**config.mk**
```make
export PLATFORM = sky130hd
export DESIGN_NAME = i2s_serializer
export DESIGN_NICKNAME = d
export VERILOG_FILES = /design/src/rtl/i2s_serializer.sv
export SDC_FILE = /design/constraint.sdc
export NUM_CORES = 1
export LEC_CHECK = 0
export CAP_MARGIN = 10
export CELL_PAD_IN_SITES_DETAIL_PLACEMENT = 0
export CELL_PAD_IN_SITES_GLOBAL_PLACEMENT = 2
export CORE_ASPECT_RATIO = 0.9
export CORE_MARGIN = 5
export CORE_UTILIZATION = 32
export DETAILED_ROUTE_END_ITERATION = 8
export GPL_ROUTABILITY_DRIVEN = 0
export PLACE_DENSITY = 0.77
export REMOVE_ABC_BUFFERS = 1
export SLEW_MARGIN = 20
export SYNTH_ARGS = -nofsm -noshare
export SYNTH_HDL_FRONTEND = slang
export SYNTH_SLANG_ARGS = --single-unit
```
**constraint.sdc**
```tcl
create_clock -name i_clk -period 2.1 [get_ports i_clk]
set_input_delay 0.525 -clock i_clk [delete_from_list [all_inputs] [get_ports i_clk]]
set_output_delay 0.525 -clock i_clk [all_outputs]
set_load 0.1 [all_outputs]
```
**src/rtl/i2s_serializer.sv**
```systemverilog
// ----------------------------------------------------------------------------
// i2s_serializer
//
// Purpose:
//   Turns parallel signed L/R samples into a Philips I2S stream (BCK, LRCK,
//   SDATA). It can drive a DAC, or it can be looped back into the capture
//   path. One sample is held in a buffer that is loaded through a
//   valid/ready handshake. At each frame start that sample moves into the
//   frame registers, which stay constant while the frame is shifted out.
//
// Parameters:
//   DATA_WIDTH  sample bits per channel, MSB first (1 .. SLOT_WIDTH-1)
//   SLOT_WIDTH  BCK periods per channel slot (frame = 2*SLOT_WIDTH periods)
//   BCK_HALF    i_clk cycles per BCK half-period (>= 1)
//
// Ports:
//   i_clk       system clock, all logic on rising edge
//   i_rst_n     asynchronous active-low reset
//   i_data_l    left sample
//   i_data_r    right sample
//   i_valid     i_data_l/i_data_r valid this cycle
//   o_ready     holding buffer empty; sample taken when i_valid & o_ready
//   o_bck       bit clock
//   o_lrck      word select, 0 = left slot, 1 = right slot
//   o_sdata     serial data, changes only on BCK falling edges
//   o_underrun  one-cycle pulse: a frame started with an empty buffer
// ----------------------------------------------------------------------------
module i2s_serializer #(
   parameter int unsigned DATA_WIDTH = 16,
   parameter int unsigned SLOT_WIDTH = 32,
   parameter int unsigned BCK_HALF   = 2
) (
   input  logic                  i_clk,
   input  logic                  i_rst_n,
   input  logic [DATA_WIDTH-1:0] i_data_l,
   input  logic [DATA_WIDTH-1:0] i_data_r,
   input  logic                  i_valid,
   output logic                  o_ready,
   output logic                  o_bck,
   output logic                  o_lrck,
   output logic                  o_sdata,
   output logic                  o_underrun
);

   localparam int unsigned FRAME_BITS = 2 * SLOT_WIDTH;
   localparam int unsigned B_W        = $clog2(FRAME_BITS);
   localparam int unsigned DIV_W      = (BCK_HALF > 1) ? $clog2(BCK_HALF) : 1;

   localparam logic [DIV_W-1:0] DIV_LAST = DIV_W'(BCK_HALF - 1);
   localparam logic [B_W-1:0]   B_LAST   = B_W'(FRAME_BITS - 1);
   localparam logic [B_W-1:0]   B_SLOT   = B_W'(SLOT_WIDTH);

   // ------------------------------------------------------------------------
   // State
   // ------------------------------------------------------------------------
   logic [DIV_W-1:0]      r_div;
   logic                  r_bck;
   logic                  r_lrck;
   logic                  r_sdata;
   logic [B_W-1:0]        r_b;          // bit position within the frame
   logic [DATA_WIDTH-1:0] r_buf_l;
   logic [DATA_WIDTH-1:0] r_buf_r;
   logic                  r_full;
   logic [DATA_WIDTH-1:0] r_frame_l;
   logic [DATA_WIDTH-1:0] r_frame_r;
   logic                  r_underrun;

   // ------------------------------------------------------------------------
   // Combinational next-state
   // ------------------------------------------------------------------------
   logic                  w_div_wrap;
   logic                  w_fall;
   logic                  w_frame_start;
   logic                  w_accept;
   logic [B_W-1:0]        w_b_next;
   logic                  w_right;
   logic [B_W-1:0]        w_pos;
   logic [DATA_WIDTH-1:0] w_chan;
   logic                  w_bit;

   logic [DIV_W-1:0]      w_div_d;
   logic                  w_bck_d;
   logic                  w_lrck_d;
   logic                  w_sdata_d;
   logic [B_W-1:0]        w_b_d;
   logic [DATA_WIDTH-1:0] w_buf_l_d;
   logic [DATA_WIDTH-1:0] w_buf_r_d;
   logic                  w_full_d;
   logic [DATA_WIDTH-1:0] w_frame_l_d;
   logic [DATA_WIDTH-1:0] w_frame_r_d;
   logic                  w_underrun_d;

   // Bit clock divider and frame position decode
   always_comb begin
      w_div_wrap    = (r_div == DIV_LAST);
      w_fall        = w_div_wrap & r_bck;
      w_b_next      = (r_b == B_LAST) ? '0 : r_b + B_W'(1);
      w_right       = (w_b_next >= B_SLOT);
      w_pos         = w_right ? (w_b_next - B_SLOT) : w_b_next;
      w_frame_start = w_fall & (w_b_next == '0);
      w_accept      = i_valid & ~r_full;

      // The channel mux sees the old frame registers even on a frame start.
      // That is harmless because position 0 of a slot is always the blank
      // I2S delay bit.
      w_chan = w_right ? r_frame_r : r_frame_l;

      // Position p (1..DATA_WIDTH) carries bit DATA_WIDTH-p, so the MSB goes
      // out one BCK after the LRCK edge. Every other position is padded with 0.
      w_bit = 1'b0;
      for (int unsigned i = 0; i < DATA_WIDTH; i++) begin
         if (w_pos == B_W'(DATA_WIDTH - i)) begin
            w_bit = w_chan[i];
         end
      end
   end

   always_comb begin
      w_div_d      = w_div_wrap ? '0 : r_div + DIV_W'(1);
      w_bck_d      = w_div_wrap ? ~r_bck : r_bck;
      w_lrck_d     = r_lrck;
      w_sdata_d    = r_sdata;
      w_b_d        = r_b;
      w_buf_l_d    = r_buf_l;
      w_buf_r_d    = r_buf_r;
      w_full_d     = r_full;
      w_frame_l_d  = r_frame_l;
      w_frame_r_d  = r_frame_r;
      w_underrun_d = 1'b0;

      if (w_fall) begin
         w_b_d     = w_b_next;
         w_lrck_d  = w_right;
         w_sdata_d = w_bit;
      end

      // A frame start either moves the buffered sample into the frame
      // registers or sends silence and flags the underrun.
      if (w_frame_start) begin
         w_frame_l_d  = r_full ? r_buf_l : '0;
         w_frame_r_d  = r_full ? r_buf_r : '0;
         w_underrun_d = ~r_full;
         w_full_d     = 1'b0;
      end

      // An accept needs an empty buffer, so it never collides with a load
      // from the buffer. A sample accepted on an underrun frame start waits
      // for the next frame.
      if (w_accept) begin
         w_buf_l_d = i_data_l;
         w_buf_r_d = i_data_r;
         w_full_d  = 1'b1;
      end
   end

   // ------------------------------------------------------------------------
   // Registers
   // ------------------------------------------------------------------------
   always_ff @(posedge i_clk or negedge i_rst_n) begin
      if (!i_rst_n) begin
         r_div      <= '0;
         r_bck      <= 1'b0;
         r_lrck     <= 1'b1;
         r_sdata    <= 1'b0;
         r_b        <= B_LAST;
         r_buf_l    <= '0;
         r_buf_r    <= '0;
         r_full     <= 1'b0;
         r_frame_l  <= '0;
         r_frame_r  <= '0;
         r_underrun <= 1'b0;
      end else begin
         r_div      <= w_div_d;
         r_bck      <= w_bck_d;
         r_lrck     <= w_lrck_d;
         r_sdata    <= w_sdata_d;
         r_b        <= w_b_d;
         r_buf_l    <= w_buf_l_d;
         r_buf_r    <= w_buf_r_d;
         r_full     <= w_full_d;
         r_frame_l  <= w_frame_l_d;
         r_frame_r  <= w_frame_r_d;
         r_underrun <= w_underrun_d;
      end
   end

   // ------------------------------------------------------------------------
   // Outputs
   // ------------------------------------------------------------------------
   assign o_ready    = ~r_full;
   assign o_bck      = r_bck;
   assign o_lrck     = r_lrck;
   assign o_sdata    = r_sdata;
   assign o_underrun = r_underrun;

endmodule
```
* Yosys cells after proc, flatten, opt, wreduce, memory -nomap -nowiden
Cells that the tools add are included.
Cells by class: reductions and logical operators 2, add/sub/neg operators 3, order comparisons 1, bitwise operators 5, mux-type cells 25, equality and inequality tests 17
Operators with widths (count):
- equality test 6 x 4 -> 1 bit, second input constant | 8
- 2-to-1 mux 16 bit | 3
- equality test 6 x 3 -> 1 bit, second input constant | 4
- 2-to-1 mux 1 bit | 20
- equality test 6 x 2 -> 1 bit, second input constant | 2
- 2-to-1 mux 6 bit | 2
- adder 6 x 1 -> 6 bit, second input constant | 1
- equality test 6 x 1 -> 1 bit, second input constant | 1
- equality test 6 x 5 -> 1 bit, second input constant | 1
- equality test 6 bit, second input constant | 1
- greater-or-equal comparator 6 bit, second input constant | 1
- zero test 6 bit | 1
- subtractor 6 bit, second input constant | 1
- bitwise AND 1 bit | 3
- NOT 1 bit | 2
- nonzero test 2 bit | 1
- adder 1 bit, second input constant | 1
Word-level totals: bits of input ports 35, flip-flop bits (word level) 76, output and inout bits 5, word-level logic and storage cells 64

* Logic depth before layout (Yosys ltp)
Gate-level depths: netlist (run 1).
word-level depth 21, depth in mapped cells 12, gate-level depth less buffers 10

* Worst setup path before layout (run 1)
No wires, ideal clock.
path kind register to register, start register r_b[0], end register r_frame_l[0], required time 1.967 ns, buffers on the path 3, arrival 2.224 ns, path slack -0.257 ns, stages on the path, launching flop included 13, cell sequence dfstp_2 ha_1 buf_2 nand3_1 nor2_1 nor2_1 o22ai_1 and2_1 nand4_1 buf_2 buf_2 nand2_1 o21ai_0
On the way: longest elaborated chain between the ends 4, elaborated cells between the ends (all ways) 5, classes of those cells 1 x add/sub; 1 x eq/ne; 1 x mux; 1 x bitwise; 1 x reduce/logical
RTL lines:
- from (decl) | RTL line 60 | logic [B_W-1:0] r_b;
- from (signal assigned) | RTL line 177 | r_b <= w_b_d;
- adder 6 x 1 -> 6 bit or equality test 6 bit (tied branches) | RTL line 97 | w_b_next = (r_b == B_LAST) ? '0 : r_b + B_W'(1);
- 2-to-1 mux 6 bit * | RTL line 97
- zero test 6 bit * | RTL line 100 | w_frame_start = w_fall & (w_b_next == '0);
- bitwise AND 1 bit * | RTL line 100
- to (signal assigned) | RTL line 181 | r_frame_l <= w_frame_l_d;
- to (decl) | RTL line 64 | logic [DATA_WIDTH-1:0] r_frame_l;
Mark *: on every way between the ends. The rest lies on a longest branch, timed or not. A chain may end at the register's enable or synchronous reset.

* Worst setup path in the final report (run 1)
start register r_b[0], end register r_frame_r[1]
On the way: longest elaborated chain between the ends 4, elaborated cells between the ends (all ways) 5, classes of those cells 1 x add/sub; 1 x eq/ne; 1 x mux; 1 x bitwise; 1 x reduce/logical
RTL lines:
- adder 6 x 1 -> 6 bit or equality test 6 bit (tied branches) | RTL line 97
- 2-to-1 mux 6 bit * | RTL line 97
- zero test 6 bit * | RTL line 100
- bitwise AND 1 bit * | RTL line 100
- to (signal assigned) | RTL line 182 | r_frame_r <= w_frame_r_d;
- to (decl) | RTL line 65 | logic [DATA_WIDTH-1:0] r_frame_r;
Marked as above.

==> results of run 1 <==
-- power groups by stage --
stage | Sequential, mW | Combinational [mW] | Clock, mW
after floorplan | 1.83 | 0.324 | 0
after global routing | 1.86 | 0.566 | 1.73
after global placement | 1.85 | 0.480 | 0
after detailed placement | 1.85 | 0.490 | 0
final | 1.83 | 0.502 | 1.62
after CTS | 1.83 | 0.496 | 1.66
-- registers in the layout, summed over array words and instances (netlist names) --
register	cells
o_underrun	1
r_buf_r	16
r_frame_l	16
r_full	1
r_frame_r	16
o_bck	1
o_lrck	1
r_b	6
o_sdata	1
r_buf_l	16
r_div	1
-- worst reg2reg max path, stage by stage (launching register included) --
cell and delay, ns:
dfstp_2 0.60, ha_4 0.19, buf_6 0.10, nand2_2 0.05, nor2_1 0.09, nor2_1 0.06, o22ai_2 0.21, and2_4 0.18
nand4_1 0.13, buf_6 0.20, clkbuf_16 0.19, nand2_1 0.07, o21ai_1 0.06
-- worst paths after layout --
| kind | to | startpoint | slack (ns) | cells past startpoint |
|---|---|---|---|---|
| max | r_frame_r[1]$_DFFE_PN0P_ | r_b[0]$_DFFE_PN1P_ | -0.15 | 12 |
| min | r_buf_l[11]$_DFFE_PN0P_ | i_rst_n | 0.12 | 1 |
| max reg2reg | r_frame_r[1]$_DFFE_PN0P_ | r_b[0]$_DFFE_PN1P_ | -0.15 | 12 |
| min reg2reg | r_div$_DFF_PN0_ | r_div$_DFF_PN0_ | 0.47 | 1 |
| max in group asynchronous | r_b[0]$_DFFE_PN1P_ | i_rst_n | 1.33 | 2 |
| min in group i_clk | r_div$_DFF_PN0_ | r_div$_DFF_PN0_ | 0.47 | 1 |
-- metrics by stage --
step	setup TNS [ns]	hold WS, ns	power, mW
after global placement	-1.78	0.462	2.33
final	-3.68	0.125	3.94
after detailed placement	-5.51	0.465	2.34
after global routing	-6.40	0.162	4.15
after floorplan	-67.89	0.229	2.15
after CTS	-1.15	0.148	3.99
-- cell usage after synthesis (2+ instances only) --
| master | number | area, um2 |
|---|---|---|
| nand2_1 | 81 | 304 |
| dfrtp_1 | 69 | 1730 |
| o21ai_0 | 44 | 220 |
| mux2_2 | 33 | 372 |
| nor2_1 | 17 | 63.8 |
| clkbuf_1 | 16 | 60.1 |
| a21oi_1 | 10 | 50.1 |
| buf_2 | 9 | 45.0 |
| dfstp_2 | 7 | 184 |
| inv_1 | 6 | 22.5 |
| mux2i_1 | 6 | 60.1 |
| nor3_1 | 6 | 30.0 |
| ha_1 | 5 | 62.6 |
| nand3_1 | 5 | 25.0 |
| o22ai_1 | 5 | 31.3 |
| nand2b_1 | 4 | 25.0 |
| nand3b_1 | 4 | 30.0 |
| a211oi_1 | 3 | 22.5 |
| a21o_1 | 3 | 22.5 |
| a31oi_1 | 3 | 18.8 |
| and2_1 | 3 | 18.8 |
| nor2b_1 | 3 | 18.8 |
| xor2_1 | 3 | 26.3 |
| a21oi_2 | 2 | 17.5 |
| buf_6 | 2 | 22.5 |
| nand4_1 | 2 | 12.5 |
| nor3b_1 | 2 | 15.0 |
| nor4bb_1 | 2 | 20.0 |
| xnor2_1 | 2 | 17.5 |
-- logic make-up (layout without fill, tap and decap cells) --
| group | Yosys count | count (layout) | synth area share [%] |
|---|---|---|---|
| adder cells (fa/ha/maj) | 5 | 5 | 1.67 |
| buffers and inverters | 34 | 116 | 4.21 |
| XOR/XNOR | 5 | 5 | 1.17 |
| multiplexers | 40 | 40 | 11.9 |
| AO/OA/AOI/OAI | 86 | 86 | 14.1 |
| flip-flops | 76 | 76 | 51.0 |
| AND/OR/NAND/NOR | 134 | 134 | 16.0 |
-- routing by layer --
layer,global-route usage [%],up-vias
met3,4.18,14
met1,19.2,1500
li1,-,1482
met4,4.45,0
met2,21.6,45
met5,0,-
-- cell usage in the layout (no fill, tap or decap), types with 3 or more instances in the layout --
master / synthesis / final
dfrtp_1: 69 / 69
nor3_1: 6 / 6
nand2_1: 81 / 55
mux2i_1: 6 / 6
xor2_1: 3 / 3
a21oi_1: 10 / 10
inv_1: 6 / 5
buf_6: 2 / 6
nand2b_1: 4 / 4
nand2_4: 0 / 10
clkbuf_16: 0 / 12
clkbuf_1: 16 / 3
buf_12: 0 / 6
nand3_1: 5 / 4
nand2_2: 0 / 16
ha_4: 0 / 3
dfstp_2: 7 / 7
nor2_1: 17 / 16
buf_4: 1 / 44
o21ai_2: 0 / 10
clkdlybuf4s50_1: 0 / 33
nand3b_1: 4 / 4
a31oi_1: 3 / 3
o22ai_1: 5 / 4
o21ai_0: 44 / 14
mux2_2: 33 / 33
o21ai_1: 0 / 20
a21o_1: 3 / 3
-- final cells by class --
type,count,area (um2),share of cell area (%)
multi-input cells,270,1930,36.2
flip-flops and latches,76,1910,35.8
repair buffers,94,965,18.1
clock buffers,12,236,4.44
well taps,156,195,3.66
clock inverters,4,73.8,1.38
inverters,6,22.5,0.422
-- timing repair --
action	CTS	global route
setup buffers	8	1
cloned	2	3
gates resized for setup	34	70
endpoints found under the setup margin	35	35
pin swaps	15	29
==> metrics.md, run 1 <==
| Metric | Value |
|---|---|
| # nets final | `497` |
| Area growth syn-to-layout | `42.3%` |
| Final std cells w/o fill | `618` |
| Vias post-DR | `3041` |
| Die footprint | `0.0140 mm2` |
| Post-Syn Area | `0.00375 mm2` |
| Post-route minimum period | `2.25 ns` |
| CP Cell Sequence | `ha_4 -> buf_6 -> nand2_2 -> nor2_1 -> nor2_1 -> o22ai_2 -> and2_4 -> nand4_1 -> buf_6 -> clkbuf_16 -> nand2_1 -> o21ai_1` |
| Critical-path maximum fanout | `8` |
| Number of port buffers | `39` |
| Final number of setup-violating endpoints | `34` |
| CP Buf/Inv Count | `3` |
| Placed cells | `589` |
| TritonCTS Buffers | `9` |
| Netlist cell types | `52` |
| Slowest library cell on the worst path | `dfstp_2` |
| Switching part of the total power | `22.7%` |
| Max layer used | `met4` |
| Area of placed instances | `0.00458 mm2` |
| DR vias/cell | `4.92` |
| Routed Antenna Nets | `0` |
| Met2 WL | `4.36 mm` |
| Yosys reg bits | `76` |
| Post-Syn Instances | `380` |
| Worst VDD drop | `0.471 mV` |
| RSZ-0062 raised after global routing | `yes` |
| CP Launch Type | `register` |
| Number of global-route vias before repair | `3138` |
| Clock Power Share | `41.0%` |
| Fmax | `443 MHz` |
| Die width | `124 um` |
| Req. time, crit path | `2.32 ns` |
| Congestion Overflow GR | `0` |
| Proportion of layout cells with a drive suffix above 1 | `37.0%` |
| Largest delay share family, worst path | `flip-flops` |
| Largest net degree at the start of global routing | `46` |
| Number of H-tree levels | `3` |
| Worst slew margin | `70.1%` |
| Dpl ws | `-0.182 ns` |
| CTS root buf | `clkbuf_16` |
| CP endpoint kind | `register` |
| TritonCTS clock tree | `built` |
| Initial Utilization | `32.8%` |
| WL met3 | `336 um` |
| Crit path arrival time | `2.47 ns` |
| CTS Hold Bufs | `0` |
| Antenna violations before repair | `0` |
| Mean Syn Cell Area | `9.86 um2` |
| Main flop type after synthesis | `dfrtp_1` |
| Clk sinks | `76` |
| Min-Delay Path Class | `in -> async` |
| Design area | `0.00533 mm2` |
| Row count | `37` |
| Critical path class | `reg -> reg` |
| Syn. warnings | `0` |
| Static leakage | `2.27 nW` |
| Outcome | `complete, but fails checks` |
| Pre-Repair DR Iteration Count | `4` |
| Post-synthesis sequential area ratio | `51.0%` |
| Final period util | `107%` |
| WL/cell | `15.1 um` |
| Fin Clk Skew | `0.00459 ns` |
| CORE AREA | `0.0114 mm2` |
| Fin util | `46.6%` |
| Worst-margin pin slew | `0.448 ns` |
| Async SR Flop Fraction | `100%` |
| Total Routing Usage GR | `14.1%` |
| Net switching power of the design | `896 uW` |
| Diode count | `0` |
| Failing checks | `negative setup slack` |
| PD cells | `740 mW/mm2` |
| HPWL after DPL | `5.96 mm` |
| CTS Buffer Depth | `2` |
| Internal | `3.05 mW` |
| Die H | `113 um` |
| Max Slew Vio Count | `0` |
| Met1 WL | `4.50 mm` |
| Post-synth EDFFs | `0` |
| Global-route wire length before repair | `15.5 mm` |
| Initial DRC count | `97` |
| CTS clk-pin slew, worst paths | `0.06 ns` |
| Sequential share of power | `46.3%` |
| DRC | `0` |
| CP peak stage delay | `0.60 ns` |
| # IOs | `40` |
| Final Hold Vio Count | `0` |
| Logic pwr share | `12.7%` |
| Setup ws final | `-0.155 ns` |
| Clk Latency, worst-skew pair | `0.34 ns` |
| Final-layout fill cell count | `1076` |
| Total wire length | `9.33 mm` |
| Max-cap violations | `0` |
Power figures use the tool's default switching activity.
==> run 2: changes to the inputs <==
Settings changed: CAP_MARGIN 10 to 20, CTS_CLUSTER_DIAMETER from default to 120.
==> results of run 2 <==
Final layout, timing and power as in run 1 (identical DEF).
==> run 3: changes to the inputs <==
Settings changed: CAP_MARGIN 20 to 10.
==> results of run 3 <==
Final layout, timing and power as in run 1 (identical DEF).
